## src/rtl/addr_burst_split_pkg.sv

```systemverilog
// ---------------------------------------------------------------------------
// addr_burst_split_pkg
// Shared constants for the extended-address path: local (per-chip) address
// width, chip index width, number of populated chips, burst length width,
// the burst splitter state encoding and the last valid extended address.
// The address-extension stage uses the same width constants.
// ---------------------------------------------------------------------------
package addr_burst_split_pkg;

    localparam int BIT_ADDR_EX = 19;   // local address width inside one chip
    localparam int BIT_CHIP    = 6;    // chip index width
    localparam int NUM_CHIPS   = 40;   // populated chips (<= 2**BIT_CHIP)
    localparam int BIT_LEN     = 8;    // burst length field (beats minus one)
    localparam int BIT_EXT     = BIT_ADDR_EX + BIT_CHIP;

    // Highest addressable location: last word of the last populated chip.
    localparam logic [BIT_EXT-1:0] LAST_EXT_ADDR =
        {BIT_CHIP'(NUM_CHIPS - 1), {BIT_ADDR_EX{1'b1}}};

    typedef enum logic {
        ST_IDLE = 1'b0,
        ST_RUN  = 1'b1
    } state_e;

endpackage

```

## src/rtl/addr_burst_split_dec.sv

```systemverilog
// ---------------------------------------------------------------------------
// chip_onehot_dec
// One-hot decoder from a chip index to per-chip select lines.
// Ports:
//   en     : enable; all outputs are zero when low
//   idx    : chip index
//   onehot : one bit per populated chip; indices >= NUM_CHIPS decode to zero
// ---------------------------------------------------------------------------
module chip_onehot_dec #(
    parameter int BIT_CHIP  = 6,
    parameter int NUM_CHIPS = 40
) (
    input  logic                 en,
    input  logic [BIT_CHIP-1:0]  idx,
    output logic [NUM_CHIPS-1:0] onehot
);

    // Only NUM_CHIPS comparators exist, so out-of-range indices simply match
    // nothing and produce an all-zero select.
    for (genvar gi = 0; gi < NUM_CHIPS; gi++) begin : g_sel
        assign onehot[gi] = en & (idx == BIT_CHIP'(gi));
    end

endmodule

```

## src/rtl/addr_burst_split.sv

```systemverilog
// ---------------------------------------------------------------------------
// addr_burst_split
// Splits a burst command (start extended address + length) into single
// beats. The extended address carries the chip index in its upper BIT_CHIP
// bits and the local address in the lower BIT_ADDR_EX bits; incrementing
// across the full width lets a local-address rollover carry into the next
// chip. A burst running past the last populated chip is cut short and
// flagged on err.
// Ports:
//   clk, clr_n             : clock (rising edge), asynchronous active-low reset
//   in_valid/in_ready      : command handshake
//   in_addr, in_len        : start address, beats minus one
//   out_valid/out_ready    : beat handshake
//   out_chip, out_addr     : chip index and local address of the beat
//   out_cs                 : one-hot of out_chip, zero while out_valid is low
//   out_last               : final beat of the burst
//   err                    : one-cycle pulse for a bad command or truncation
// ---------------------------------------------------------------------------
module addr_burst_split #(
    parameter int BIT_ADDR_EX = addr_burst_split_pkg::BIT_ADDR_EX,
    parameter int BIT_CHIP    = addr_burst_split_pkg::BIT_CHIP,
    parameter int NUM_CHIPS   = addr_burst_split_pkg::NUM_CHIPS,
    parameter int BIT_LEN     = addr_burst_split_pkg::BIT_LEN
) (
    input  logic                          clk,
    input  logic                          clr_n,
    input  logic                          in_valid,
    output logic                          in_ready,
    input  logic [BIT_ADDR_EX+BIT_CHIP-1:0] in_addr,
    input  logic [BIT_LEN-1:0]            in_len,
    output logic                          out_valid,
    input  logic                          out_ready,
    output logic [BIT_CHIP-1:0]           out_chip,
    output logic [BIT_ADDR_EX-1:0]        out_addr,
    output logic [NUM_CHIPS-1:0]          out_cs,
    output logic                          out_last,
    output logic                          err
);

    import addr_burst_split_pkg::*;

    localparam int AW = BIT_ADDR_EX + BIT_CHIP;

    // Last word of the last populated chip for this parameterisation.
    localparam logic [AW-1:0] LAST_ADDR =
        {BIT_CHIP'(NUM_CHIPS - 1), {BIT_ADDR_EX{1'b1}}};

    state_e              state_q, state_d;
    logic [AW-1:0]       cur_addr_q, cur_addr_d;
    logic [BIT_LEN-1:0]  remaining_q, remaining_d;
    logic                out_last_q, out_last_d;
    logic                err_q, err_d;

    logic [BIT_CHIP-1:0] in_chip;
    logic                cmd_bad;
    logic                cur_is_end;

    assign in_chip = in_addr[AW-1 -: BIT_CHIP];

    // One extra bit so that NUM_CHIPS == 2**BIT_CHIP does not wrap to zero.
    assign cmd_bad = {1'b0, in_chip} >= (BIT_CHIP + 1)'(NUM_CHIPS);

    assign cur_is_end = (cur_addr_q == LAST_ADDR);

    // ---------------- state register ----------------
    always_ff @(posedge clk or negedge clr_n) begin
        if (!clr_n) begin
            state_q     <= ST_IDLE;
            cur_addr_q  <= '0;
            remaining_q <= '0;
            out_last_q  <= 1'b0;
            err_q       <= 1'b0;
        end else begin
            state_q     <= state_d;
            cur_addr_q  <= cur_addr_d;
            remaining_q <= remaining_d;
            out_last_q  <= out_last_d;
            err_q       <= err_d;
        end
    end

    // ---------------- next-state logic ----------------
    always_comb begin
        state_d     = state_q;
        cur_addr_d  = cur_addr_q;
        remaining_d = remaining_q;
        err_d       = 1'b0;

        unique case (state_q)
            ST_IDLE: begin
                if (in_valid) begin
                    if (cmd_bad) begin
                        // Rejected: flag it and stay ready for the next one.
                        err_d = 1'b1;
                    end else begin
                        cur_addr_d  = in_addr;
                        remaining_d = in_len;
                        state_d     = ST_RUN;
                    end
                end
            end
            ST_RUN: begin
                if (out_ready) begin
                    if (remaining_q == '0) begin
                        state_d = ST_IDLE;
                    end else if (cur_is_end) begin
                        // Beats still owed but no chip left to address.
                        err_d   = 1'b1;
                        state_d = ST_IDLE;
                    end else begin
                        cur_addr_d  = cur_addr_q + 1'b1;
                        remaining_d = remaining_q - 1'b1;
                    end
                end
            end
            default: state_d = ST_IDLE;
        endcase

        // out_last is registered alongside the address it describes.
        out_last_d = (state_d == ST_RUN) &&
                     ((remaining_d == '0) || (cur_addr_d == LAST_ADDR));
    end

    // ---------------- output logic ----------------
    always_comb begin
        in_ready  = (state_q == ST_IDLE);
        out_valid = (state_q == ST_RUN);
    end

    assign out_chip = cur_addr_q[AW-1 -: BIT_CHIP];
    assign out_addr = cur_addr_q[BIT_ADDR_EX-1:0];
    assign out_last = out_last_q;
    assign err      = err_q;

    chip_onehot_dec #(
        .BIT_CHIP  (BIT_CHIP),
        .NUM_CHIPS (NUM_CHIPS)
    ) u_cs_dec (
        .en     (out_valid),
        .idx    (out_chip),
        .onehot (out_cs)
    );

endmodule

```

## config.mk

```make
export PLATFORM = sky130hd
export DESIGN_NAME = addr_burst_split
export DESIGN_NICKNAME = d
export VERILOG_FILES = /design/src/rtl/addr_burst_split_pkg.sv /design/src/rtl/addr_burst_split_dec.sv /design/src/rtl/addr_burst_split.sv
export SDC_FILE = /design/constraint.sdc
export NUM_CORES = 1
export LEC_CHECK = 0
export BUFFER_PORTS_ARGS = -buffer_cell sky130_fd_sc_hd__buf_2
export CAP_MARGIN = 20
export CELL_PAD_IN_SITES_DETAIL_PLACEMENT = 0
export CELL_PAD_IN_SITES_GLOBAL_PLACEMENT = 2
export CORE_MARGIN = 3
export CORE_UTILIZATION = 30
export DETAILED_ROUTE_END_ITERATION = 12
export MAX_ROUTING_LAYER = met4
export PLACE_DENSITY = 0.93
export SYNTH_ARGS = -nofsm -noshare
export SYNTH_HDL_FRONTEND = slang
export SYNTH_SLANG_ARGS = --single-unit
```

## constraint.sdc

```tcl
create_clock -name clk -period 7.1 [get_ports clk]
set_clock_uncertainty 0.2 [all_clocks]
set_input_delay 0 -clock clk [delete_from_list [all_inputs] [get_ports clk]]
set_output_delay 0 -clock clk [all_outputs]
set_load 0.005 [all_outputs]
```

==> impl_metrics.env, run 1 <==
export IMPL_critical_path_startpoint_type="flop"
export IMPL_synthTopCellsByArea="dfrtp_1 30%, nor2_1 8.2%, nand2_1 3.6%"
export IMPL_min_delay_worst_endpoint="cur_addr_q[24]"
export IMPL_slew_headroom=0.405
export IMPL_crit_buf_inv=1
export IMPL_start_util=0.316
export IMPL_firstDrtPassIters=5
export IMPL_syn_inst=387
export IMPL_yosys_top_cells_count="65 x nor2_1, 36 x dfrtp_1, 29 x nand2_1, 16 x nand3_1, 15 x clkbuf_1"
export IMPL_viasPerCell=5.85
export IMPL_synth_edf_count=0
export IMPL_critPathArrivalTime_ns=3.66
export IMPL_power_per_cell_area_mw_per_mm2=317
export IMPL_grt_max_degree=37
export IMPL_synth_seq_cells=36
export IMPL_fin_crit_sh=0.516
export IMPL_htree_levels=2
export IMPL_die_area_mm2=0.0112
export IMPL_grt_overflow=0
export IMPL_wl_per_cell_um=18.9
export IMPL_holdCritPathClass="in2reg"
export IMPL_worstMarginPinSlew_ns=0.885
export IMPL_drc_errors=0
export IMPL_hold_start="in_addr[22]"
export IMPL_setup_viol=0
export IMPL_clk_pin_slew_ns=0.08
export IMPL_numCtsBuffers=5
export IMPL_met1_length_mm=5.41
export IMPL_avgSynthCellArea_um2=7.73
export IMPL_final_layout_size_suffix_gt1_frac=0.263
export IMPL_finalWirelength_mm=12.1
export IMPL_ys_seq_area_frac=0.301
export IMPL_synth_ff_type="dfrtp_1"
export IMPL_clk_latency_ns=0.30
export IMPL_cp_slowest_stage_delay_ns=0.90
export IMPL_cts_hold_buffers=27
export IMPL_synth_area_mm2=0.00299
export IMPL_slew_viol_final=0
export IMPL_cp_end_kind="flop"
export IMPL_synth_most_common_cell="nor2_1"
export IMPL_r2r_setup_slack_ns=3.44
export IMPL_p_leak_uw=0.00175
export IMPL_rsz0062_at_grt="false"
export IMPL_r2r_end="out_last"
export IMPL_crit_chain="clkinv_1, nand3_1, nor2_1, o21a_1, or3b_2, nor4_1, nand4_1, o31ai_1"
export IMPL_coreArea_mm2=0.00946
export IMPL_post_route_util=0.423
export IMPL_post_route_min_period_ns=3.66
export IMPL_place_ws_ns=3.43
export IMPL_status="complete, no violations"
export IMPL_synth_top_area_frac=0.301
export IMPL_pin_count=106
export IMPL_cp_max_fo=19
export IMPL_grt_pass1_wl_mm=19.5
export IMPL_cts_resized=0
export IMPL_route_met3_wl_um=947
export IMPL_rows=35
export IMPL_fin_tns_setup_ns=0
export IMPL_clockBufferDepth=2
export IMPL_cts_tree="built"
export IMPL_diodes=0
export IMPL_fmax_ghz=0.273
export IMPL_maxCapViolCount=0
export IMPL_crit_path_top_delay_cell="nand3_1"
export IMPL_synth_largest_area_cell="dfrtp_1"
export IMPL_hold_violations=0
export IMPL_path_class="reg2reg"
export IMPL_hold_depth=4
export IMPL_ir_drop_v=0.000140
export IMPL_area_growth_pct=33.7
export IMPL_ant_nets=0
export IMPL_dp_hpwl_mm=9.07
export IMPL_cp_required_ns=7.10
export IMPL_place_gp_congestion=0.972
export IMPL_first_global_vias=3677
export IMPL_antenna_found_initial=0
export IMPL_vias=3737
export IMPL_synth_cell_types=69
export IMPL_root_buffer="clkbuf_8"
export IMPL_stdcell_area_mm2=0.00400
export IMPL_die_w_um=106
export IMPL_dr_max_layer_used="met4"
export IMPL_initialDrtViolationCount=314
export IMPL_layout_nets=549
export IMPL_placed_area_mm2=0.00362
export IMPL_fin_ws_ns=3.44
export IMPL_portBuffers=105
export IMPL_die_h_um=106
export IMPL_post_cts_buffers=0
export IMPL_r2r_start="out_valid"
export IMPL_wl_met2_mm=5.57
export IMPL_syn_nets=427
export IMPL_synth_warnings=0
export IMPL_critical_path_top_delay_family="simple AND/OR/NAND/NOR gates"
export IMPL_cts_sinks=36
export IMPL_synthArstFlopShare=1.00
export IMPL_r2r_cells=8
export IMPL_grtUsageTotal=0.222
-- power breakdown --
part	leakage [µW]	internal, µW	switching (µW)
clock network	0.0000552	104	78.6
registers	0.000415	290	187
logic	0.00128	266	343
-- cells in the final DEF (no fill, tap or decap), types with 3 or more instances in the layout --
master	count
nand3_1	16
o211ai_1	8
and3_1	9
dfrtp_1	36
nand2_1	29
o311ai_0	3
and4_1	3
a311oi_1	5
nor3_2	3
nand2b_1	3
nor2b_1	5
a211oi_1	14
dlygate4sd3_1	27
ha_1	3
nor4_1	10
clkbuf_8	5
nand4_1	11
nand3b_1	4
o21a_1	4
or4_1	7
or3_1	6
a21oi_1	12
buf_2	105
inv_1	8
and2_1	6
or3b_2	4
o21ai_0	12
o21ai_1	5
a31oi_1	8
o2111ai_1	4
a21o_1	4
buf_4	3
o31ai_1	5
nor3_1	13
nor2_1	65
-- sequential cells by signal, indices dropped and copies added, names as in the netlist --
name	count
out_valid	1
out_last	1
err	1
remaining_q	8
cur_addr_q	25
-- how the worst max path moves through the flow --
stage | from | depth (start not counted) | endpoint | slack, ns
3_3_place_gp | out_valid | 8 | out_last | 3.47
4_1_cts | out_valid | 8 | out_last | 3.43
6_report | out_valid | 8 | out_last | 3.44
3_5_place_dp | out_valid | 8 | out_last | 3.43
5_1_grt | out_valid | 8 | out_last | 3.25
2_1_floorplan | cur_addr_q[23] | 11 | out_last | 4.22
-- metal layers --
layer | vias up | global-route usage
li1 | 1736 | -
met1 | 1815 | 0.303
met2 | 172 | 0.340
met3 | 14 | 0.0490
met4 | 0 | 0.0463
met5 | - | -
-- tightest hold or removal path, cell delays in order --
cell    delay, ns
buf_2        0.12
nor2_1       0.10
a21o_1       0.13
o21a_1       0.12
-- kinds of logic (layout without fill, tap and decap cells) --
kind of cell | count (synthesis) | after routing | synth area share
AOI/OAI and AO/OA | 108 | 108 | 0.263
DFF | 36 | 36 | 0.301
xor gates and xnor gates | 1 | 1 | 0.00293
muxes | 2 | 2 | 0.00711
and+or+nand+nor | 208 | 208 | 0.375
adders and majority gates | 3 | 3 | 0.0125
buffers and inverters | 29 | 152 | 0.0389
-- area by class of cell --
type	instances	area [µm²]
inverters	9	33.8
repair buffers	135	818
multi-input cells	322	1980
flip-flops and latches	36	901
fillers	1010	5460
well taps	129	161
clock buffers	6	72.6
clock inverters	2	35.0
-- metrics by stage --
step           power (µW)  std cells  hold WS [ns]
2_1_floorplan         812        387        -0.496
4_1_cts              1260        639        0.0117
3_3_place_gp         1070        604       -0.0376
6_report             1270        639       0.00988
3_5_place_dp         1060        604       -0.0417
5_1_grt              1370        639        0.0323
Note: power is estimated with default switching activity, not from simulation.
==> inputs of run 2 (changes only) <==
--- a/config.mk
+++ b/config.mk
@@ -10,10 +10,10 @@
 export CELL_PAD_IN_SITES_DETAIL_PLACEMENT = 0
 export CELL_PAD_IN_SITES_GLOBAL_PLACEMENT = 2
 export CORE_MARGIN = 3
-export CORE_UTILIZATION = 30
+export CORE_UTILIZATION = 25
 export DETAILED_ROUTE_END_ITERATION = 12
 export MAX_ROUTING_LAYER = met4
-export PLACE_DENSITY = 0.93
+export PLACE_DENSITY = 0.83
 export SYNTH_ARGS = -nofsm -noshare
 export SYNTH_HDL_FRONTEND = slang
 export SYNTH_SLANG_ARGS = --single-unit
==> constraint.sdc (replaced) <==
create_clock -name clk -period 3 [get_ports clk]
set_clock_uncertainty 0.2 [all_clocks]
set_input_delay 0 -clock clk [delete_from_list [all_inputs] [get_ports clk]]
set_output_delay 0 -clock clk [all_outputs]
set_load 0.005 [all_outputs]
==> run 2 against run 1 <==
  * The flow now finishes with violations (negative setup slack)
  * Wire length grew 14%
  * Count of clock-buffer cells in the layout grew 2
  * Non-clock buffer count grew 97
  * Sequential power grew 75%
  * Flip-flop and latch count is the same
  * Sequential share of layout area shrank 4.4 points
  * Critical path depth is the same
  * Setup slack lost 3.4 ns
  * Via count grew 9.7%
  * Critical path type unchanged
  * Critical endpoint unchanged
  * Largest cell class unchanged
==> impl_metrics.env, run 2 (synthesis gave the netlist of run 1 again) <==
export IMPL_cp_end_kind="flop"
export IMPL_place_gp_congestion=0.956
export IMPL_drc_errors=0
export IMPL_diodes=0
export IMPL_final_common_cell="buf_2"
export IMPL_nFillCells=1184
export IMPL_critical_path_top_delay_family="simple AND/OR/NAND/NOR gates"
export IMPL_initialDrtViolationCount=332
export IMPL_root_buffer="clkbuf_16"
export IMPL_sw_frac_of_total=0.437
export IMPL_ir_drop_v=0.000269
export IMPL_grt_pass1_wl_mm=21.2
export IMPL_largest_register_ffs=25
export IMPL_crit_path_top_delay_cell="or4_4"
export IMPL_rows=39
export IMPL_critPathArrivalTime_ns=2.99
export IMPL_p_leak_uw=0.00226
export IMPL_ant_nets=0
export IMPL_cp_required_ns=2.98
export IMPL_post_route_util=0.429
export IMPL_htree_levels=2
export IMPL_p_seq_frac=0.220
export IMPL_clk_latency_ns=0.28
export IMPL_power_per_cell_area_mw_per_mm2=767
export IMPL_worstMarginPinSlew_ns=0.881
export IMPL_vias=4098
export IMPL_r2r_start="cur_addr_q[12]"
export IMPL_r2r_setup_slack_ns=-0.006
export IMPL_dp_hpwl_mm=10.5
export IMPL_clockBufferDepth=2
export IMPL_die_h_um=115
export IMPL_clkPwrFrac=0.141
export IMPL_critical_path_startpoint_type="flop"
export IMPL_pin_count=106
export IMPL_fin_ws_ns=-0.00566
export IMPL_cts_tree="built"
export IMPL_start_util=0.259
export IMPL_die_area_mm2=0.0133
export IMPL_p_sw_uw=1660
export IMPL_path_class="reg2reg"
export IMPL_fin_crit_sh=1.00
export IMPL_setup_viol=1
export IMPL_p_comb_frac=0.639
export IMPL_first_global_vias=3905
export IMPL_cp_slowest_stage_delay_ns=0.57
export IMPL_fmax_ghz=0.333
export IMPL_top_regs="cur_addr_q (25), remaining_q (8)"
export IMPL_numCtsBuffers=5
export IMPL_wl_per_cell_um=18.4
export IMPL_grt_overflow=0
export IMPL_min_delay_worst_endpoint="cur_addr_q[12]"
export IMPL_maxCapViolCount=0
export IMPL_layout_nets=646
export IMPL_status="finished, violations left"
export IMPL_viasPerCell=5.46
export IMPL_finalWirelength_mm=13.8
export IMPL_hold_depth=5
export IMPL_clk_pin_slew_ns=0.06
export IMPL_slew_viol_final=0
export IMPL_violations="negative setup slack"
export IMPL_grtUsageTotal=0.209
export IMPL_coreArea_mm2=0.0116
export IMPL_die_w_um=115
export IMPL_portBuffers=105
export IMPL_r2r_cells=8
export IMPL_grt_max_degree=37
export IMPL_cts_sinks=36
export IMPL_internal_power_uw=2140
export IMPL_post_route_min_period_ns=3.01
export IMPL_area_growth_pct=65.9
export IMPL_hold_start="in_addr[12]"
export IMPL_antenna_found_initial=0
export IMPL_rsz0062_at_grt="true"
export IMPL_slew_headroom=0.413
export IMPL_firstDrtPassIters=4
export IMPL_p_total_uw=3810
export IMPL_crit_chain="nand4_1, buf_4, or4_4, o211ai_1, o22ai_1, a21oi_2, or3b_2, o31ai_1"
export IMPL_mostFrequentLayoutCells="105 x buf_2, 100 x buf_4, 64 x nor2_1, 36 x dfrtp_1, 29 x nand2_1"
export IMPL_cp_max_fo=6
export IMPL_crit_buf_inv=1
export IMPL_r2r_end="out_last"
export IMPL_worstSetupPathDepth=8
export IMPL_final_layout_size_suffix_gt1_frac=0.425
export IMPL_holdCritPathClass="in2reg"
export IMPL_regMostFlops="cur_addr_q"
export IMPL_hold_violations=0
==> run 2: cell count changes in the layout (fill, tap and decap cells not counted), moves of 3 or more <==
cell	delta
buf_4	+97
clkbuf_16	+5
a21oi_1	-4
a21oi_2	+4
clkbuf_8	-4
nor4_1	-3
o21ai_1	-3
o21ai_2	+3
==> run 2: how the worst max path moves through the flow <==
stage	from	to	slack, ns
2_1_floorplan	cur_addr_q[23]	out_last	0.12
3_3_place_gp	cur_addr_q[12]	out_last	-0.17
3_5_place_dp	remaining_q[1]	out_last	-0.20
4_1_cts	cur_addr_q[10]	out_last	0.00008
5_1_grt	cur_addr_q[12]	out_last	-0.1
6_report	cur_addr_q[12]	out_last	-0.006
==> run 2: worst min-delay path: stages <==
cell and delay [ns]:
buf_2 0.08, a32oi_1 0.04, o211ai_1 0.13, buf_4 0.13, buf_4 0.09
==> run 2: what timing repair did <==
item / in CTS / in global routing
hold buffers: 25 / 0
setup endpoints to repair: 1 / 1
gates resized for setup: 13 / 22
endpoints found under the hold margin: 61 / 0
buffers inserted: 8 / 7
pin swaps: 13 / 14
==> run 2: stage by stage <==
| step | setup TNS, ns | area, µm² | setup slack, ns | std cells | hold WS, ns |
|---|---|---|---|---|---|
| 6_report | -0.00566 | 4960 | -0.00566 | 750 | 0.0210 |
| 3_5_place_dp | -0.201 | 4300 | -0.201 | 702 | -0.0311 |
| 5_1_grt | -0.0996 | 4960 | -0.0996 | 750 | 0.0532 |
| 4_1_cts | 0 | 4810 | 0.0000755 | 743 | 0.0114 |
| 3_3_place_gp | -0.170 | 4300 | -0.170 | 702 | -0.0392 |
| 2_1_floorplan | 0 | 2990 | 0.116 | 387 | -0.496 |
==> run 2: cell type report <==
cell class,count,area [µm²],share of cell area
Clock buffer,8,146,0.0295
Inverter,9,33.8,0.00680
Multi-Input combinational cell,322,2140,0.431
Sequential cell,36,901,0.181
Tap cell,143,179,0.0360
Timing Repair Buffer,232,1570,0.316
==> run 2: power groups by stage <==
stage               sequential, µW  combinational [µW]  clock, µW
floorplan                      940                 981          0
global placement               831                2170          0
detailed placement             839                2180          0
CTS                            833                2290        545
global route                   862                2650        560
finish                         836                2430        538
==> run 2: metal layers <==
metal / share of wire / track usage / vias up
met5: 0 / - / -
met3: 0.071 / 0.0188 / 28
met1: 0.43 / 0.274 / 1922
met4: 0.028 / 0.0618 / 0
met2: 0.47 / 0.345 / 218
li1: - / - / 1930
